**config.mk**
```make
export PLATFORM = sky130hd
export DESIGN_NAME = pulse_handshake_tx
export DESIGN_NICKNAME = d
export VERILOG_FILES = /design/src/rtl/pulse_hs_pkg.sv /design/src/rtl/sync_bit.sv /design/src/rtl/pulse_handshake_tx.sv
export SDC_FILE = /design/constraint.sdc
export NUM_CORES = 1
export LEC_CHECK = 0
export BUFFER_PORTS_ARGS = -buffer_cell sky130_fd_sc_hd__buf_2
export CORE_AREA = 8 8 45 47
export DETAILED_ROUTE_END_ITERATION = 12
export DIE_AREA = 0 0 53 55
export GPL_TIMING_DRIVEN = 0
export PLACE_DENSITY_LB_ADDON = 0.1
export RECOVER_POWER = 50
export SLEW_MARGIN = 20
export SYNTH_ARGS = -nofsm -noshare
export SYNTH_HDL_FRONTEND = slang
export SYNTH_HIERARCHICAL = 1
export SYNTH_SLANG_ARGS = --single-unit
```
**constraint.sdc**
```tcl
create_clock -name clk -period 3.85 [get_ports clk]
set_clock_uncertainty 0.1 [all_clocks]
set_input_delay 0.385 -clock clk [delete_from_list [all_inputs] [get_ports clk]]
set_output_delay 0.385 -clock clk [all_outputs]
set_load 0.01 [all_outputs]
```
**src/rtl/pulse_hs_pkg.sv**
```systemverilog
// Shared definitions for the toggle-based pulse handshake (transmitter and
// its matching receiver): state encoding and default parameter values.
package pulse_hs_pkg;

  // Transmitter handshake states.
  typedef enum logic [0:0] {
    ST_IDLE     = 1'b0,
    ST_WAIT_ACK = 1'b1
  } state_e;

  // Default pending-event counter width; max queued = 2^CNT_W-1.
  localparam int DEF_CNT_W       = 4;
  // Default flop count in the ack synchronizer (must be >= 2).
  localparam int DEF_SYNC_STAGES = 2;
  // Default WAIT_ACK cycle budget before the timeout flag is raised.
  localparam int DEF_TIMEOUT_CYC = 1024;

endpackage

```
**src/rtl/sync_bit.sv**
```systemverilog
// N-stage single-bit synchronizer with synchronous active-high reset.
// Shared by the pulse handshake transmitter and receiver.
module sync_bit
  import pulse_hs_pkg::*;
#(
  parameter int STAGES = DEF_SYNC_STAGES
) (
  input  logic clk,
  input  logic rst,
  input  logic i_d,
  output logic o_q
);

  logic [STAGES-1:0] r_chain;

  // Shift the asynchronous input through the flop chain.
  always_ff @(posedge clk) begin
    // NOTE: reset is tested inside the clocked branch, so it is synchronous;
    // the chain is cleared like any other register, not left uninitialised.
    if (rst) begin
      r_chain <= '0;
    end else begin
      // NOTE: non-blocking assignment lets each stage capture the previous
      // stage's old value; blocking would collapse the chain into one flop.
      r_chain <= {r_chain[STAGES-2:0], i_d};
    end
  end

  assign o_q = r_chain[STAGES-1];

endmodule

```
**src/rtl/pulse_handshake_tx.sv**
```systemverilog
// Source-side transmitter for a toggle-based pulse crossing.
// Single-cycle pulses are queued in a saturating pending counter and
// launched one at a time by flipping req_toggle; the next launch waits for
// the receiver to echo req_toggle back on ack_toggle.
// Optional feature macro: PULSE_TX_TIMEOUT_EN adds a sticky timeout_err
// output raised after TIMEOUT_CYC cycles spent waiting for the ack.
module pulse_handshake_tx
  import pulse_hs_pkg::*;
#(
  parameter int CNT_W       = DEF_CNT_W,
  parameter int SYNC_STAGES = DEF_SYNC_STAGES,
  parameter int TIMEOUT_CYC = DEF_TIMEOUT_CYC
) (
  input  logic             clk,
  input  logic             rst,
  input  logic             pulse_in,
  input  logic             ack_toggle,
  output logic             req_toggle,
  output logic             busy,
  output logic [CNT_W-1:0] pending_cnt,
  output logic             overflow
`ifdef PULSE_TX_TIMEOUT_EN
  ,
  output logic             timeout_err
`endif
);

  // Legacy-style state encodings, tied to the shared enum values.
  localparam logic [0:0] S_IDLE     = ST_IDLE;
  localparam logic [0:0] S_WAIT_ACK = ST_WAIT_ACK;

  localparam logic [CNT_W-1:0] CNT_MAX = '1;
  localparam logic [CNT_W-1:0] CNT_ONE = CNT_W'(1);

  // Reject parameter values the handshake cannot work with.
  if (SYNC_STAGES < 2 || CNT_W < 1 || TIMEOUT_CYC < 1) begin : g_bad_params
    $error("pulse_handshake_tx: illegal parameter value");
  end

  logic [0:0]       r_state;
  logic             r_req_toggle;
  logic [CNT_W-1:0] r_cnt;
  logic             r_overflow;

  logic w_ack_s;
  logic w_ack_match;
  logic w_idle;
  logic w_cnt_zero;
  logic w_cnt_full;
  logic w_launch;
  logic w_inc;
  logic w_dec;

  sync_bit #(
    .STAGES (SYNC_STAGES)
  ) u_ack_sync (
    .clk (clk),
    .rst (rst),
    .i_d (ack_toggle),
    .o_q (w_ack_s)
  );

  assign w_ack_match = (w_ack_s == r_req_toggle);
  assign w_idle      = (r_state == S_IDLE);
  assign w_cnt_zero  = (r_cnt == '0);
  assign w_cnt_full  = (r_cnt == CNT_MAX);

  // Launch only from IDLE, so nothing launches on the WAIT_ACK exit edge.
  assign w_launch = w_idle && (pulse_in || !w_cnt_zero);
  // A launch from an empty queue consumes pulse_in directly: it is neither
  // counted in nor counted out.
  assign w_dec    = w_launch && !w_cnt_zero;
  assign w_inc    = pulse_in && !(w_launch && w_cnt_zero);

  // Handshake FSM: flip req_toggle on launch, return to IDLE once the
  // synchronized ack matches. Ack changes seen in IDLE are ignored.
  always_ff @(posedge clk) begin
    if (rst) begin
      r_state      <= S_IDLE;
      r_req_toggle <= 1'b0;
    end else begin
      case (r_state)
        S_IDLE: begin
          if (w_launch) begin
            r_req_toggle <= ~r_req_toggle;
            r_state      <= S_WAIT_ACK;
          end
        end
        default: begin
          if (w_ack_match) begin
            r_state <= S_IDLE;
          end
        end
      endcase
    end
  end

  // Saturating pending counter; a pulse arriving while full is dropped and
  // flagged with a one-cycle overflow pulse.
  always_ff @(posedge clk) begin
    if (rst) begin
      r_cnt      <= '0;
      r_overflow <= 1'b0;
    end else begin
      r_overflow <= 1'b0;
      if (w_inc && !w_dec) begin
        if (w_cnt_full) begin
          r_overflow <= 1'b1;
        end else begin
          r_cnt <= r_cnt + CNT_ONE;
        end
      end else if (w_dec && !w_inc) begin
        r_cnt <= r_cnt - CNT_ONE;
      end
    end
  end

`ifdef PULSE_TX_TIMEOUT_EN
  localparam int              TO_W     = $clog2(TIMEOUT_CYC + 1);
  localparam logic [TO_W-1:0] TO_LIMIT = TO_W'(TIMEOUT_CYC);
  localparam logic [TO_W-1:0] TO_LAST  = TO_W'(TIMEOUT_CYC - 1);
  localparam logic [TO_W-1:0] TO_ONE   = TO_W'(1);

  logic [TO_W-1:0] r_to_cnt;
  logic            r_timeout_err;

  // Count WAIT_ACK cycles (cleared while IDLE, so it starts at 0 on entry);
  // raise a sticky flag on the edge the count reaches TIMEOUT_CYC. The FSM
  // is left alone so a late ack still completes the handshake.
  always_ff @(posedge clk) begin
    if (rst) begin
      r_to_cnt      <= '0;
      r_timeout_err <= 1'b0;
    end else begin
      if (w_idle) begin
        r_to_cnt <= '0;
      end else if (r_to_cnt != TO_LIMIT) begin
        r_to_cnt <= r_to_cnt + TO_ONE;
      end
      if (!w_idle && r_to_cnt == TO_LAST) begin
        r_timeout_err <= 1'b1;
      end
    end
  end

  assign timeout_err = r_timeout_err;
`endif

  assign req_toggle  = r_req_toggle;
  assign busy        = (r_state == S_WAIT_ACK);
  assign pending_cnt = r_cnt;
  assign overflow    = r_overflow;

endmodule

```
==> impl_results.md <==
* Status: completed
* CTS Buf Count at 3
* Clk Latency, worst-skew pair at approximately 0.25 ns
* Gate power share at 0.438
* Post-Synth Adder-Cell Area at 0.103
* WL final at roughly 810 um
* Ys flop type: dfxtp_1
* Slew HR at 0.764
* Initial DRC Count at 0
* Final Hold Viols at 0
* Worst Tran Pin Value at about 0.35 ns
* Cell Area, Synth at ~440 um2
* Root Driver: clkbuf_4
* Initial antenna violation count at 0
* Final Net Count at 65
* Post-Synth XOR/XNOR Area at 0.0802
* Die W at between 50 and 60 um
* Cell accounting for the most synthesized area: dfxtp_1
* Reg2reg start: busy
* Final Cycle Share at 0.568
* CP Launch Point: busy
* Mean area per synthesized cell at ~10 um2
* Sw Share at 0.369
* CP Max Fanout at 5
* Num rows at 14
* Cells on Worst Hold Path at 2
* DRC violation count after routing at 0
* Most common cell in the netlist: dfxtp_1
* Top-level I/O count at 11
* Worst Setup End Kind: register
* Yosys cell types at 19
* Worst Hold Slack at 0.212 ns
* Synth warnings at 6
* H-Tree Depth at 1
* Unrepaired setup endpoints after global routing: no
* Pwr Density at ~710 nW/um2
* Dominant cells by area after synthesis: dfxtp_1 41%, xor2_1 8.0%, mux2i_1 6.9%, ha_1 5.7%, nor2_1 5.2%
* Synth async-reset ratio at 0
* WP data arrival at ~2.2 ns
* Finished Layout Cells at between 70 and 80
* Cts hold-fix bufs at 0
* FF-to-FF End: pending_cnt[3]
* P_leak at around 0.24 nW
* Vias per cell at about 4.4
* Reg2Reg Setup Slack at 1.66 ns
* Seq/Total Area, Yosys at 0.413
* Pins Over Slew Limit at 0
* Antenna-violating nets left at 0
* Diode count at 0
* DPL Wire Length at between 600 and 700 um
* Synth cell count leaders: 9 x dfxtp_1, 6 x nor2_1, 4 x xor2_1
* Core area at 1380 um2
* Die Area at a little under 3000 um2
* Worst-path clk slew at ~0.06 ns
* Placed cells at slightly below 70
* Area grow syn2layout at 20.6%
* # port buffers at 10
* Largest net degree at the start of global routing at 9
* Post-Synth Simple-Gate Area at 0.186
* Final Critical Period at roughly 2.2 ns
* Post-synth EDFFs at 0
* Syn_nets at 50
* GPL Wtd Cong at 0.633
* Via count at about 320
* Worst min-delay path startpoint: rst
* CP startpoint kind: register
* Net switching power at about 0.14 mW
* Largest family of logic cells by synthesized area: simple AND/OR/NAND/NOR gates
* Reg power frac at 0.377
* Mux contribution to synthesized area at 0.0946
* Max-cap violations at 0
* Clock tree buffer depth at 2
* Setup CP Type: reg2reg
* CTS tree: done
* 1st-pass router iterations at 1
* Global Route Usage Sum at 0.0640
* P_int at around 0.24 mW
* Final setup margin at around 1.7 ns
* Grt total ovfl at 0
* Syn Inst Count at between 40 and 50
* Vias in the first global route at about 340
* Clock share of power at 0.185
* Worst vdd ir at between 200 and 300 uV
* WL/cell at between 10 and 15 um
* Area share of the largest cell type after synthesis at 0.413
* F_max at between 400 and 500 MHz
* Worst Hold End: u_ack_sync/r_chain[1]
* Pre-CTS WS at about 1.6 ns
* Final Instance Area at around 530 um2
* CTS resizes at 0
* DP Area at 507 um2
* Hold Crit Class: in2reg
* FF-to-FF path depth at 7
* First-pass GRT wire length at around 1300 um
* Initial Util at 0.316
* #FFs+latches synth at 9
* Layout cells sized above 1 at 0.193
* Worst Path Required at 3.89 ns
* CTS sink cnt at 9
* Die H at roughly 55 um
* Setup TNS after final layout at 0 ns
* Number of post-CTS setup repair buffers at 0
* Compound-Gate Fraction of Synth Area at 0.106
* Finish-stage setup viols at 0
==> registers in the layout (all words and copies together) (netlist names) <==
signal	cells
busy	1
u_ack_sync/r_chain	2
req_toggle	1
overflow	1
pending_cnt	4
==> worst max path at each step <==
| stage | to | slack [ns] |
|---|---|---|
| 5_1_grt | pending_cnt[3] | 1.51 |
| 4_1_cts | pending_cnt[3] | 1.73 |
| 3_5_place_dp | pending_cnt[3] | 1.63 |
| 2_1_floorplan | pending_cnt[3] | 1.78 |
| 6_report | pending_cnt[3] | 1.66 |
| 3_3_place_gp | pending_cnt[3] | 1.61 |
==> logic make-up after synthesis <==
| group | Yosys count |
|---|---|
| AO/OA/AOI/OAI | 5 |
| XOR/XNOR | 4 |
| adder cells (fa/ha/maj) | 3 |
| buffers and inverters | 2 |
| flip-flops | 9 |
| multiplexers | 4 |
| AND/OR/NAND/NOR | 16 |
==> metal layers <==
metal	track usage	wire length, um	vias up
met4	0.0647	9	0
li1	-	-	174
met2	0.104	360	7
met5	0	0	-
met3	0.0241	68	2
met1	0.0611	376	138
==> layout make-up <==
type | count | area (um2)
Timing Repair Buffer | 10 | 43.8
Tap cell | 16 | 20.0
Multi-Input combinational cell | 32 | 249
Inverter | 1 | 3.75
Clock buffer | 4 | 26.3
Fill cell | 155 | 857
Sequential cell | 9 | 180
Buffer | 1 | 3.75
==> power groups by stage <==
stage	clock [mW]	sequential (mW)	combinational, mW
after detailed placement	0	0.144	0.170
after global routing	0.0792	0.147	0.183
final	0.0697	0.142	0.165
after floorplan	0	0.150	0.122
after global placement	0	0.144	0.171
after CTS	0.0744	0.142	0.172
==> worst max-delay path: stages, from the launching register on <==
cell     delay, ns
dfxtp_1       0.37
and2_0        0.26
inv_1         0.14
ha_1          0.29
a21o_1        0.17
a21oi_1       0.18
mux2i_1       0.22
mux2_2        0.34
==> cell usage in the layout (no fill, tap or decap), types with 2 or more instances in the layout <==
cell type  Yosys  routed
ha_1           2       2
xor2_1         4       4
mux2i_1        3       3
nor2b_1        3       3
a21oi_1        2       2
nand2_1        3       3
buf_2          0       5
clkbuf_4       0       3
clkbuf_1       0       6
nor2_1         6       6
dfxtp_1        9       9
==> metrics by stage <==
stage | power, mW | utilization
final | 0.376 | 0.381
after global routing | 0.409 | 0.381
after CTS | 0.388 | 0.385
after detailed placement | 0.315 | 0.366
after global placement | 0.315 | 0.366
after floorplan | 0.272 | -
Power figures use the tool's default switching activity.
